## config.mk

```make
export PLATFORM = sky130hd
export DESIGN_NAME = tick_ctrl_flat
export DESIGN_NICKNAME = d
export VERILOG_FILES = /design/src/rtl/tick_ctrl_if.sv /design/src/rtl/tick_ctrl.sv /design/src/flat_wrapper.sv
export SDC_FILE = /design/constraint.sdc
export NUM_CORES = 1
export LEC_CHECK = 0
export BUFFER_PORTS_ARGS = -buffer_cell sky130_fd_sc_hd__buf_2
export CORE_UTILIZATION = 45
export DETAILED_ROUTE_END_ITERATION = 6
export GPL_TIMING_DRIVEN = 0
export PLACE_DENSITY = 0.74
export SLEW_MARGIN = 20
export SYNTH_ARGS = -nofsm -noshare
export SYNTH_HDL_FRONTEND = slang
export SYNTH_SLANG_ARGS = --single-unit
```

## constraint.sdc

```tcl
create_clock -name clk_in -period 14.49 [get_ports clk_in]
set_clock_uncertainty 0.1 [all_clocks]
set_input_delay 0 -clock clk_in [delete_from_list [all_inputs] [get_ports clk_in]]
set_output_delay 0 -clock clk_in [all_outputs]
set_load 0.05 [all_outputs]
```

## src/rtl/tick_ctrl_if.sv

```systemverilog
// Command and tick-handshake bundle between a host, the tick controller and the core.
// The controller connects through "slave"; the host/core side uses "master".
interface tick_ctrl_if #(
   parameter int DIV_W = 32,
   parameter int CNT_W = 32
);
   logic             cmd_valid;
   logic             cmd_ready;
   logic [1:0]       cmd_op;
   logic [DIV_W-1:0] cmd_data;
   logic             tick;
   logic             tick_done;
   logic             running;
   logic             busy;
   logic             overrun;
   logic [CNT_W-1:0] tick_count;

   modport master (
      output cmd_valid, cmd_op, cmd_data, tick_done,
      input  cmd_ready, tick, running, busy, overrun, tick_count
   );

   modport slave (
      input  cmd_valid, cmd_op, cmd_data, tick_done,
      output cmd_ready, tick, running, busy, overrun, tick_count
   );
endinterface

```

## src/rtl/tick_ctrl.sv

```systemverilog
// Simulation tick scheduler: a prescaled period issues one tick at a time to the core,
// deferring at most one tick while the core is busy and flagging the overrun.
module tick_ctrl #(
   parameter int DIV_W          = 32,
   parameter int CNT_W          = 32,
   parameter int DEFAULT_PERIOD = 50000
) (
   input  logic clk_in,
   input  logic rst,
   tick_ctrl_if.slave bus
);
   localparam int               DEF_I = (DEFAULT_PERIOD < 1) ? 1 : DEFAULT_PERIOD;
   localparam logic [DIV_W-1:0] DEF_P = DIV_W'(DEF_I);

   localparam logic [1:0] OP_STOP = 2'b00;
   localparam logic [1:0] OP_RUN  = 2'b01;
   localparam logic [1:0] OP_STEP = 2'b10;
   localparam logic [1:0] OP_SET  = 2'b11;

   typedef enum logic [1:0] {IDLE, RUN, STEP, DRAIN} state_e;

   state_e           state_q, state_d;
   logic [DIV_W-1:0] period_q, period_d;
   logic [DIV_W-1:0] pre_q, pre_d;
   logic [CNT_W-1:0] cnt_q, cnt_d;
   logic             tick_q, busy_q, busy_d, pend_q, pend_d, ovr_q, ovr_d;

   logic             cmd_ready, acc, done_eff, busy_eff, elapse, issue;
   logic [DIV_W-1:0] new_period;

   assign cmd_ready  = !rst && (state_q == IDLE || state_q == RUN);
   assign acc        = bus.cmd_valid && cmd_ready;
   // A done pulse only counts for a tick already seen by the core.
   assign done_eff   = bus.tick_done && busy_q && !tick_q;
   assign busy_eff   = busy_q && !done_eff;
   assign elapse     = (state_q == RUN) && (pre_q == period_q - DIV_W'(1));
   assign new_period = (bus.cmd_data == '0) ? DIV_W'(1) : bus.cmd_data;

   always_comb begin
      state_d  = state_q;
      period_d = period_q;
      pre_d    = pre_q;
      pend_d   = pend_q;
      ovr_d    = ovr_q;
      issue    = 1'b0;
      unique case (state_q)
         IDLE: begin
            if (acc) begin
               unique case (bus.cmd_op)
                  OP_RUN:  begin pre_d = '0; ovr_d = 1'b0; state_d = RUN; end
                  OP_STEP: begin issue = 1'b1; state_d = STEP; end
                  OP_SET:  begin period_d = new_period; pre_d = '0; end
                  default: ;
               endcase
            end
         end
         RUN: begin
            pre_d = elapse ? '0 : pre_q + DIV_W'(1);
            if (acc && bus.cmd_op == OP_STOP) begin
               pend_d  = 1'b0;
               state_d = busy_eff ? DRAIN : IDLE;
            end else begin
               if (acc && bus.cmd_op == OP_SET) begin
                  period_d = new_period;
                  pre_d    = '0;
               end
               // Deferred tick wins; a coincident elapse folds into it.
               if (done_eff && pend_q) begin
                  issue  = 1'b1;
                  pend_d = 1'b0;
               end else if (elapse) begin
                  if (busy_eff) begin
                     ovr_d  = 1'b1;
                     pend_d = 1'b1;
                  end else begin
                     issue = 1'b1;
                  end
               end
            end
         end
         STEP, DRAIN: begin
            if (done_eff) state_d = IDLE;
         end
         default: state_d = IDLE;
      endcase
      busy_d = issue ? 1'b1 : busy_eff;
      cnt_d  = cnt_q + CNT_W'(issue);
   end

   always_ff @(posedge clk_in) begin
      if (rst) begin
         state_q  <= IDLE;
         period_q <= DEF_P;
         pre_q    <= '0;
         cnt_q    <= '0;
         tick_q   <= 1'b0;
         busy_q   <= 1'b0;
         pend_q   <= 1'b0;
         ovr_q    <= 1'b0;
      end else begin
         state_q  <= state_d;
         period_q <= period_d;
         pre_q    <= pre_d;
         cnt_q    <= cnt_d;
         tick_q   <= issue;
         busy_q   <= busy_d;
         pend_q   <= pend_d;
         ovr_q    <= ovr_d;
      end
   end

   assign bus.cmd_ready  = cmd_ready;
   assign bus.tick       = tick_q;
   assign bus.busy       = busy_q;
   assign bus.overrun    = ovr_q;
   assign bus.running    = (state_q == RUN);
   assign bus.tick_count = cnt_q;
endmodule
```

## src/flat_wrapper.sv

```systemverilog
// flat-port wrapper written by rule: the top's interface ports become plain ports
module tick_ctrl_flat 
#(
   parameter int DIV_W          = 32,
   parameter int CNT_W          = 32,
   parameter int DEFAULT_PERIOD = 50000
)
  (clk_in, rst, bus_cmd_valid, bus_cmd_op, bus_cmd_data, bus_tick_done, bus_cmd_ready, bus_tick, bus_running, bus_busy, bus_overrun, bus_tick_count);
  tick_ctrl_if #(.DIV_W(DIV_W), .CNT_W(CNT_W)) bus_i ();
  input  logic clk_in;
  input  logic rst;
  input wire logic [$bits(bus_i.cmd_valid)-1:0] bus_cmd_valid;
  input wire logic [$bits(bus_i.cmd_op)-1:0] bus_cmd_op;
  input wire logic [$bits(bus_i.cmd_data)-1:0] bus_cmd_data;
  input wire logic [$bits(bus_i.tick_done)-1:0] bus_tick_done;
  output wire logic [$bits(bus_i.cmd_ready)-1:0] bus_cmd_ready;
  output wire logic [$bits(bus_i.tick)-1:0] bus_tick;
  output wire logic [$bits(bus_i.running)-1:0] bus_running;
  output wire logic [$bits(bus_i.busy)-1:0] bus_busy;
  output wire logic [$bits(bus_i.overrun)-1:0] bus_overrun;
  output wire logic [$bits(bus_i.tick_count)-1:0] bus_tick_count;
  assign bus_i.cmd_valid = bus_cmd_valid;
  assign bus_i.cmd_op = bus_cmd_op;
  assign bus_i.cmd_data = bus_cmd_data;
  assign bus_i.tick_done = bus_tick_done;
  assign bus_cmd_ready = bus_i.cmd_ready;
  assign bus_tick = bus_i.tick;
  assign bus_running = bus_i.running;
  assign bus_busy = bus_i.busy;
  assign bus_overrun = bus_i.overrun;
  assign bus_tick_count = bus_i.tick_count;
  tick_ctrl #(.DIV_W(DIV_W), .CNT_W(CNT_W), .DEFAULT_PERIOD(DEFAULT_PERIOD)) u_core (.clk_in(clk_in), .rst(rst), .bus(bus_i));
endmodule
```

==> metrics, run 1 <==
outcome finished clean; worst vdd ir 0.00006753 V; final WL 15,140 um; setup total negative slack 0 ps; WHS 12.87 ps; DRT met1 WL 6784 um; final core utilization 0.5663; worst reg-to-reg path cell count 19; die area 0.01302 sq mm; DRC viols 0; Final Hold Viols 0; worst-path fanout max 7; commonest non-fill, non-tap cell in the layout dfxtp_1; total gr overflow 0; Final min period 5703 ps; met2 wire len 7145 um; largest net degree at the start of global routing 18; P_leak 2.565 nW; max incr delay on CP 550 ps; # Post-CTS Setup Buffers 0; Startpoint Class flip-flop; critical path depth 19; sequential fraction of the synthesis area 0.3611; clk buf depth 2; Total GRT Usage 0.2404; Post-synth ARST share 0; Antenna Nets Post-Route 0; R2R Setup Slk 8790 ps; worst slew pin tran 1147 ps; CTS Root Cell clkbuf_16; Syn. warnings 0; Iter 0 DRT Violations 319; Post-CTS Hold Buffers 33; die height 114.1 um; first-pass GRT wire length 24,780 um; power density over the cells 84.78 mW/mm^2; post-synthesis register bit count 102; share of cells above drive strength 1 0.1308; CTS Buf Count 9; Layout Nets 860; Arrival @ worst endpoint 5880 ps; Initial Util 0.4668; # rows 40; Worst-path clk slew 70 ps; FF-to-FF Start u_core.period_q[0]; Post-synth EDFFs 0; most used flip-flop cell after synthesis dfxtp_1; CP most frequent cell ha_1; H-tree depth 3; Max Freq 0.1753 GHz; WS Path Type flip-flop to flip-flop; CP bufs+invs 2; Slew HR 0.2286; Antenna Cells 0; wire per inst 15.36 um; later-pin clock latency in the skew report 350 ps; Mapped Nets 742; initial antenna violation count 0; CP endpoint u_core.bus.tick_count[26]; start point of the critical path u_core.period_q[0]; delay-heaviest family, CP simple AND/OR/NAND/NOR gates; Mean Syn Cell Area 8.124 sq um; RSZ-0062 raised after global routing false; count of input and output buffers 74; final setup vio count 0; max-cap violations 0; Post-Syn Area 0.005654 sq mm; Core Box Area 0.01211 sq mm; fillers 1,155; vias 5,507; DR vias/cell 5.585; slowest CP cell nor4_1; drt pass-1 iters 5; number of global-route vias before repair 5,157; Cell Area, Placed 0.006235 sq mm; PostCTS Resize Cnt 0; Final Cell Area 0.006859 sq mm; Hold WC Path Type input pin to flip-flop; GPL Wtd Cong 0.8590; area growth from synthesis to layout 21.31%; final cycle utilization of the critical path 0.3936; required time of the critical path 14,670 ps; most frequent cells in the layout 102 x dfxtp_1, 89 x nor2_1, 74 x buf_2; Post-Layout Cell Count 986; hpwl dp 11,140 um; Syn Inst Count 696; dpl cells 938; Slew Limit Fails 0; library cells used by synthesis 56; CP Cell Sequence inv_1 -> ha_1 -> or4b_4 -> or4_4 -> buf_6 -> nor4_4 -> a21oi_1 -> or4_1 -> nor4_1 -> a21o_1 -> and2_1 -> ha_1 -> ha_1 -> nand3_1 -> nor2_1 -> and3_1 -> nand4_1 -> or3_1 -> a21oi_1; metal3 WL 816 um; CP endpoint kind flip-flop; chip width 114.1 um; RR Endpoint u_core.bus.tick_count[26]; Max Used Layer met4; I/O pin cnt 75; clk sinks 102; TritonCTS clock tree done
-- metrics by stage --
stage | setup WS, ps | total power, mW
after floorplan | 9582 | 0.3196
after global placement | 8818 | 0.3350
after detailed placement | 8815 | 0.3354
after CTS | 8777 | 0.5841
after global routing | 8481 | 0.6011
final | 8787 | 0.5815
-- registers in the layout (all words and copies together), names as in the netlist --
register and flops:
u_core.bus.overrun 1, u_core.bus.tick_count 32, u_core.pend_q 1, u_core.state_q 2
u_core.pre_q 32, u_core.bus.busy 1, u_core.bus.tick 1, u_core.period_q 32
-- where the power goes --
group / switching [mW] / internal, mW / leakage (nW) / total [mW]
Clock: 0.110 / 0.134 / 0.142 / 0.245
Combinational: 0.0282 / 0.0222 / 1.60 / 0.0504
Sequential: 0.00381 / 0.283 / 0.823 / 0.287
-- metal layers --
layer	vias up	GRT usage
li1	2774	-
met1	2556	0.3016
met2	148	0.4012
met3	29	0.04341
met4	0	0.1108
met5	-	0
-- Yosys cell counts (2+ instances only) --
library cell	number	area (sq um)
a31oi_1	8	50.05
and3_1	14	87.58
nor2_1	89	334.1
mux2i_1	5	50.05
o22ai_1	4	25.02
xor2_1	39	341.6
or3_1	10	62.56
nand2_1	54	202.7
a31o_2	2	17.52
a22oi_1	27	202.7
a41oi_1	2	17.52
and4_1	10	87.58
a211oi_1	4	30.03
nor4_1	16	100.1
clkbuf_1	32	120.1
dfxtp_1	102	2042
a221o_1	6	60.06
o21ai_0	11	55.05
and2_1	6	37.54
o311ai_1	14	122.6
nand4_1	34	212.7
or4_1	7	52.55
a21o_1	4	30.03
buf_6	5	56.30
a211o_1	2	17.52
xnor2_1	32	280.3
a21oi_1	16	80.08
a221oi_1	4	35.03
ha_1	8	100.1
nand2b_1	8	50.05
nand3_1	35	175.2
mux2_2	2	22.52
inv_1	25	93.84
nor2b_1	8	50.05
nor3_1	20	100.1
o2111ai_1	2	17.52
o21ai_1	10	50.05
-- worst min path at each step --
stage | start | endpoint | slack [ps] | cells past startpoint
2_1_floorplan | bus_cmd_data[14] | u_core.period_q[14] | 40 | 1
3_3_place_gp | bus_cmd_data[10] | u_core.period_q[10] | 150 | 3
3_5_place_dp | bus_cmd_data[15] | u_core.period_q[15] | 150 | 2
4_1_cts | bus_cmd_op[1] | u_core.state_q[0] | 10 | 4
5_1_grt | bus_cmd_op[1] | u_core.state_q[0] | 50 | 4
6_report | bus_cmd_op[1] | u_core.state_q[0] | 10 | 4
-- final cells by class --
cell class / instances / area, sq um / share of cell area
flip-flops and latches: 102 / 2042 / 0.2977
multi-input cells: 530 / 3331 / 0.4856
plain buffers: 39 / 187.7 / 0.02736
clock buffers: 9 / 225.2 / 0.03283
clock inverters: 6 / 68.82 / 0.01003
repair buffers: 107 / 700.7 / 0.1022
inverters: 25 / 93.84 / 0.01368
well taps: 168 / 210.2 / 0.03065
-- worst register-to-register path: stages, from the launching register on --
cell and delay, ps:
dfxtp_1 360, inv_1 90, ha_1 270, or4b_4 520, or4_4 500, buf_6 160, nor4_4 190, a21oi_1 100
or4_1 530, nor4_1 550, a21o_1 220, and2_1 130, ha_1 170, ha_1 240, nand3_1 90, nor2_1 330
and3_1 280, nand4_1 250, or3_1 410, a21oi_1 140
-- logic make-up (layout without fill, tap and decap cells) --
logic type	after synthesis	count (layout)	synth area share
AOI/OAI and AO/OA	125	125	0.1578
DFF	102	102	0.3611
and+or+nand+nor	319	319	0.2908
adders and majority gates	8	8	0.01770
xor gates and xnor gates	71	71	0.1100
muxes	7	7	0.01283
buffers and inverters	64	186	0.04979
(Power assumes the default switching activity.)
==> run 2, diff against run 1 <==
--- a/config.mk
+++ b/config.mk
@@ -9,7 +9,7 @@
 export CORE_UTILIZATION = 45
 export DETAILED_ROUTE_END_ITERATION = 6
 export GPL_TIMING_DRIVEN = 0
-export PLACE_DENSITY = 0.74
+export PLACE_DENSITY = 0.76
 export SLEW_MARGIN = 20
 export SYNTH_ARGS = -nofsm -noshare
 export SYNTH_HDL_FRONTEND = slang
==> constraint.sdc (replaced) <==
create_clock -name clk_in -period 4.95 [get_ports clk_in]
set_clock_uncertainty 0.1 [all_clocks]
set_input_delay 0 -clock clk_in [delete_from_list [all_inputs] [get_ports clk_in]]
set_output_delay 0 -clock clk_in [all_outputs]
set_load 0.05 [all_outputs]
==> run 2 against run 1 <==
Sequential cell count did not move. Die area did not move. First-iteration DRC count is 15% lower. Cell area rose by 2.4%. Register-to-register slack worse by 8600 ps. Maximum frequency grew 19%. Clock-buffer cell count grew 1. Critical path depth fell by 1. Final cell count increased by 0.81%. Critical endpoint unchanged. Highest routed layer unchanged.
==> metrics, run 2 (synthesized netlist as in run 1, its figures left out) <==
outcome finished clean; TritonCTS clock tree done; Slew HR 0.1610; vias 5,610; share of cells above drive strength 1 0.1646; Core Box Area 0.01211 sq mm; area growth from synthesis to layout 24.28%; I/O pin cnt 75; Max Freq 0.2086 GHz; H-tree depth 3; Antenna Nets Post-Route 0; Cell Area, Placed 0.006235 sq mm; later-pin clock latency in the skew report 350 ps; worst vdd ir 0.0001930 V; slowest CP cell or4_4; initial antenna violation count 0; worst slew pin tran 1247 ps; P_leak 2.604 nW; Iter 0 DRT Violations 272; DRC viols 0; number of global-route vias before repair 5,150; largest net degree at the start of global routing 19; Initial Util 0.4668; dpl cells 938; # rows 40; CP Cell Sequence inv_2 -> ha_4 -> or4b_4 -> or4_4 -> nor4_4 -> a21oi_2 -> or4_4 -> nor4_4 -> a21o_1 -> and2_4 -> ha_4 -> ha_4 -> nand3_2 -> nor2_4 -> and3_4 -> nand4_1 -> or3_1 -> a21oi_2; Total GRT Usage 0.2389; Antenna Cells 0; max-cap violations 0; die height 114.1 um; hpwl dp 10,990 um; clk buf depth 2; max incr delay on CP 580 ps; total gr overflow 0; chip width 114.1 um; CTS Root Cell clkbuf_16; final cycle utilization of the critical path 0.9682; power density over the cells 240.0 mW/mm^2; count of input and output buffers 74; CTS Buf Count 9; wire per inst 15.65 um; final WL 15,560 um; die area 0.01302 sq mm; worst-path fanout max 7; Hold WC Path Type input pin to flip-flop; Arrival @ worst endpoint 4980 ps; required time of the critical path 5140 ps; Startpoint Class flip-flop; WS Path Type flip-flop to flip-flop; DR vias/cell 5.644; Worst-path clk slew 70 ps; CP most frequent cell ha_4; Post-Layout Cell Count 994; most frequent cells in the layout 100 x dfxtp_1, 86 x nor2_1, 74 x buf_2; WHS 24.06 ps; drt pass-1 iters 5; clk sinks 102; Final Cell Area 0.007027 sq mm; final setup vio count 0; final core utilization 0.5802; GPL Wtd Cong 0.8581; CP endpoint kind flip-flop; first-pass GRT wire length 24,630 um; Final Hold Viols 0; Final min period 4793 ps; commonest non-fill, non-tap cell in the layout dfxtp_1; setup total negative slack 0 ps; Slew Limit Fails 0; Layout Nets 867
==> run 2: cell types whose count changed in the layout (fill, tap and decap cells not counted), sizes merged <==
cell / before / now
clkinvlp: 1 / 0
bufinv: 1 / 0
buf: 81 / 88
inv: 27 / 29
clkbuf: 41 / 42
==> run 2: area by class of cell <==
class | count | area [sq um]
plain buffers | 38 | 176.4
clock buffers | 10 | 239.0
clock inverters | 6 | 51.30
fillers | 1129 | 5085
inverters | 25 | 93.84
multi-input cells | 530 | 3448
flip-flops and latches | 102 | 2047
well taps | 168 | 210.2
repair buffers | 115 | 760.7
==> run 2: final timing paths <==
kind                                    startpoint                         to  slack (ps)  cells past startpoint
worst max-delay path            u_core.period_q[0]  u_core.bus.tick_count[26]         160                     18
worst min-delay path                 bus_cmd_op[1]          u_core.state_q[0]          20                      4
worst max register to register  u_core.period_q[0]  u_core.bus.tick_count[26]         160                     18
worst min register to register       u_core.pend_q              u_core.pend_q         390                      1
==> run 2: power breakdown <==
part           total (mW)  internal, mW  switching [mW]
clock               0.697         0.364           0.333
combinational       0.151        0.0668          0.0847
sequential          0.838         0.827          0.0113
==> run 2: metal layers <==
layer  routed length [um]  up-vias  GRT usage  share of wire
met3                  775       30    0.05241          0.050
met5                    0        -          0              0
met4                  421        0    0.09784          0.027
li1                     -     2784          -              -
met1                 6965     2635     0.2920           0.45
met2                 7397      161     0.4069           0.48
==> run 2: stage by stage <==
| step | power, mW | worst slack (ps) |
|---|---|---|
| 2_1_floorplan | 0.9355 | 41.61 |
| 3_3_place_gp | 0.9804 | -748.4 |
| 3_5_place_dp | 0.9817 | -765.4 |
| 4_1_cts | 1.697 | 10.78 |
| 5_1_grt | 1.745 | -31.63 |
| 6_report | 1.687 | 157.2 |
==> run 2: repair_timing <==
| action | 4_1_cts | 5_1_grt |
|---|---|---|
| endpoints found under the setup margin | 22 | 10 |
| setup buffers | 4 | 4 |
| hold buffers | 33 | 0 |
| gates cloned | 0 | 0 |
| pin swaps | 7 | 7 |
| gates resized for setup | 18 | 12 |
| hold endpoints to repair | 33 | 0 |
==> run 2: critical path: cells and delay by family (launching register included) <==
| kind | cells | cell delay, ps |
|---|---|---|
| fa+ha+maj | 3 | 470 |
| buf+inv | 1 | 70 |
| compound gates | 3 | 400 |
| flops | 1 | 370 |
| simple gates | 11 | 3310 |
==> run 3, diff against run 2 <==
--- a/config.mk
+++ b/config.mk
@@ -5,12 +5,11 @@
 export SDC_FILE = /design/constraint.sdc
 export NUM_CORES = 1
 export LEC_CHECK = 0
-export BUFFER_PORTS_ARGS = -buffer_cell sky130_fd_sc_hd__buf_2
 export CORE_UTILIZATION = 45
 export DETAILED_ROUTE_END_ITERATION = 6
+export DONT_BUFFER_PORTS = 1
 export GPL_TIMING_DRIVEN = 0
-export PLACE_DENSITY = 0.76
-export SLEW_MARGIN = 20
+export PLACE_DENSITY = 0.71
 export SYNTH_ARGS = -nofsm -noshare
 export SYNTH_HDL_FRONTEND = slang
 export SYNTH_SLANG_ARGS = --single-unit
==> run 3 against run 2 <==
Register-to-register slack worse by 20 ps. Final cell count is 7.1% lower. Non-clock buffer count is 70 lower. Highest routed layer unchanged.
==> metrics, run 3 (synthesized netlist as in run 1, its figures left out) <==
outcome finished clean; max-cap violations 0; Net Sw Power 0.4063 mW; worst vdd ir 0.0001958 V; share of cells above drive strength 1 0.08079; pre-CTS WS -847.3 ps; final setup vio count 0; commonest non-fill, non-tap cell in the layout dfxtp_1; final setup margin 139.9 ps; clk sinks 102; drt pass-1 iters 4; Internal 1.225 mW; Cell Area, Placed 0.005864 sq mm; Total GRT Usage 0.2481; CP Cell Sequence inv_2 -> ha_4 -> or4b_4 -> or4_4 -> buf_6 -> nor4_4 -> a21oi_2 -> or4_4 -> nor4_4 -> a21o_1 -> and2_4 -> ha_4 -> ha_4 -> nand3_2 -> nor2_4 -> and3_4 -> nand4_1 -> or3_1 -> a21oi_2; later-pin clock latency in the skew report 360 ps; I/O pin cnt 75; wire per inst 17.09 um; fillers 1,097; final WL 15,780 um; DR vias/cell 5.935; Arrival @ worst endpoint 5000 ps; setup total negative slack 0 ps; P_leak 2.251 nW; TritonCTS clock tree done; DRC viols 0; Antenna Nets Post-Route 0; hold path cells 2; total gr overflow 0; CTS Root Cell clkbuf_16; final cycle utilization of the critical path 0.9717; # rows 40; clock power share 0.403; delay-heaviest family, CP simple AND/OR/NAND/NOR gates; WHS 13.57 ps; worst slew pin tran 1071 ps; number of global-route vias before repair 5,268; power density over the cells 244.9 mW/mm^2; critical path depth 19; CP bufs+invs 2; Slew Limit Fails 0; CP most frequent cell ha_4; most frequent cells in the layout 100 x dfxtp_1, 87 x nor2_1, 53 x nand2_1; final core utilization 0.5499; combinational share of power 0.082; worst-path fanout max 7; max incr delay on CP 540 ps; Antenna Cells 0; clk buf depth 2; CTS Buf Count 9; Flop pwr share 0.515; Final Hold Viols 0; first-pass GRT wire length 25,420 um; H-tree depth 3; hpwl dp 11,330 um; worst reg-to-reg path cell count 19; initial antenna violation count 0; chip width 114.1 um; slowest CP cell or4_4; die height 114.1 um; net switching share of the total power 0.2491; GPL Wtd Cong 0.8630; Max Freq 0.2079 GHz; Final Cell Area 0.006660 sq mm; required time of the critical path 5140 ps; Startpoint Class flip-flop; largest net degree at the start of global routing 17; WS Path Type flip-flop to flip-flop; area growth from synthesis to layout 17.79%; vias 5,478; Core Box Area 0.01211 sq mm; count of input and output buffers 0; Slew HR 0.2796; Final min period 4810 ps; Worst-path clk slew 70 ps; Layout Nets 797; die area 0.01302 sq mm; Hold WC Path Type input pin to flip-flop; Iter 0 DRT Violations 289; CP endpoint kind flip-flop; Initial Util 0.4668
## run 3: power by group through the flow
| stage | Clock [mW] | Sequential [mW] | Combinational (mW) |
|---|---|---|---|
| finish | 0.658 | 0.840 | 0.134 |
| detailed placement | 0 | 0.858 | 0.103 |
| floorplan | 0 | 0.855 | 0.0804 |
| CTS | 0.660 | 0.839 | 0.131 |
| global route | 0.691 | 0.840 | 0.145 |
| global placement | 0 | 0.858 | 0.100 |
## run 3: layout make-up
cell class,count,area (sq um),share of cell area
Sequential cell,102,2047,0.3073
Multi-Input combinational cell,530,3437,0.5161
Clock buffer,10,229.0,0.03438
Timing Repair Buffer,44,417.9,0.06275
Tap cell,168,210.2,0.03156
Inverter,25,93.84,0.01409
Clock inverter,5,37.54,0.005636
Buffer,39,187.7,0.02818
## run 3: metal layers
layer	vias up	global-route usage	routed length [um]
li1	2644	-	-
met1	2626	0.2980	6772
met2	178	0.4226	7723
met3	30	0.05188	881
met4	0	0.1195	401
met5	-	0	0
## run 3: path summary, 6_finish.rpt
path,start,endpoint,slack (ps)
worst max register to register,u_core.period_q[0],u_core.bus.tick_count[30],140
worst min register to register,u_core.pend_q,u_core.pend_q,380
worst min-delay path,rst,u_core.bus.tick,10
worst max-delay path,u_core.period_q[0],u_core.bus.tick_count[30],140
## run 3: per-stage QoR
step                      instances  power, mW
after CTS                       919      1.630
after global routing            923      1.676
final                           923      1.631
after global placement          864     0.9580
after floorplan                 696     0.9355
after detailed placement        864     0.9610
## run 3: worst register-to-register path, cell delays in order (launching register included)
cell and delay, ps:
dfxtp_2 350, inv_2 90, ha_4 150, or4b_4 490, or4_4 500, buf_6 160, nor4_4 150, a21oi_2 80
or4_4 540, nor4_4 280, a21o_1 190, and2_4 160, ha_4 140, ha_4 140, nand3_2 100, nor2_4 150
and3_4 200, nand4_1 190, or3_1 460, a21oi_2 130
## run 3: timing repair
action / CTS / global route
hold buffers: 35 / 0
cloned: 0 / 0
setup buffers: 5 / 4
pin swaps: 7 / 8
endpoints found under the hold margin: 35 / 0
endpoints found under the setup margin: 23 / 8
gates resized for setup: 21 / 7
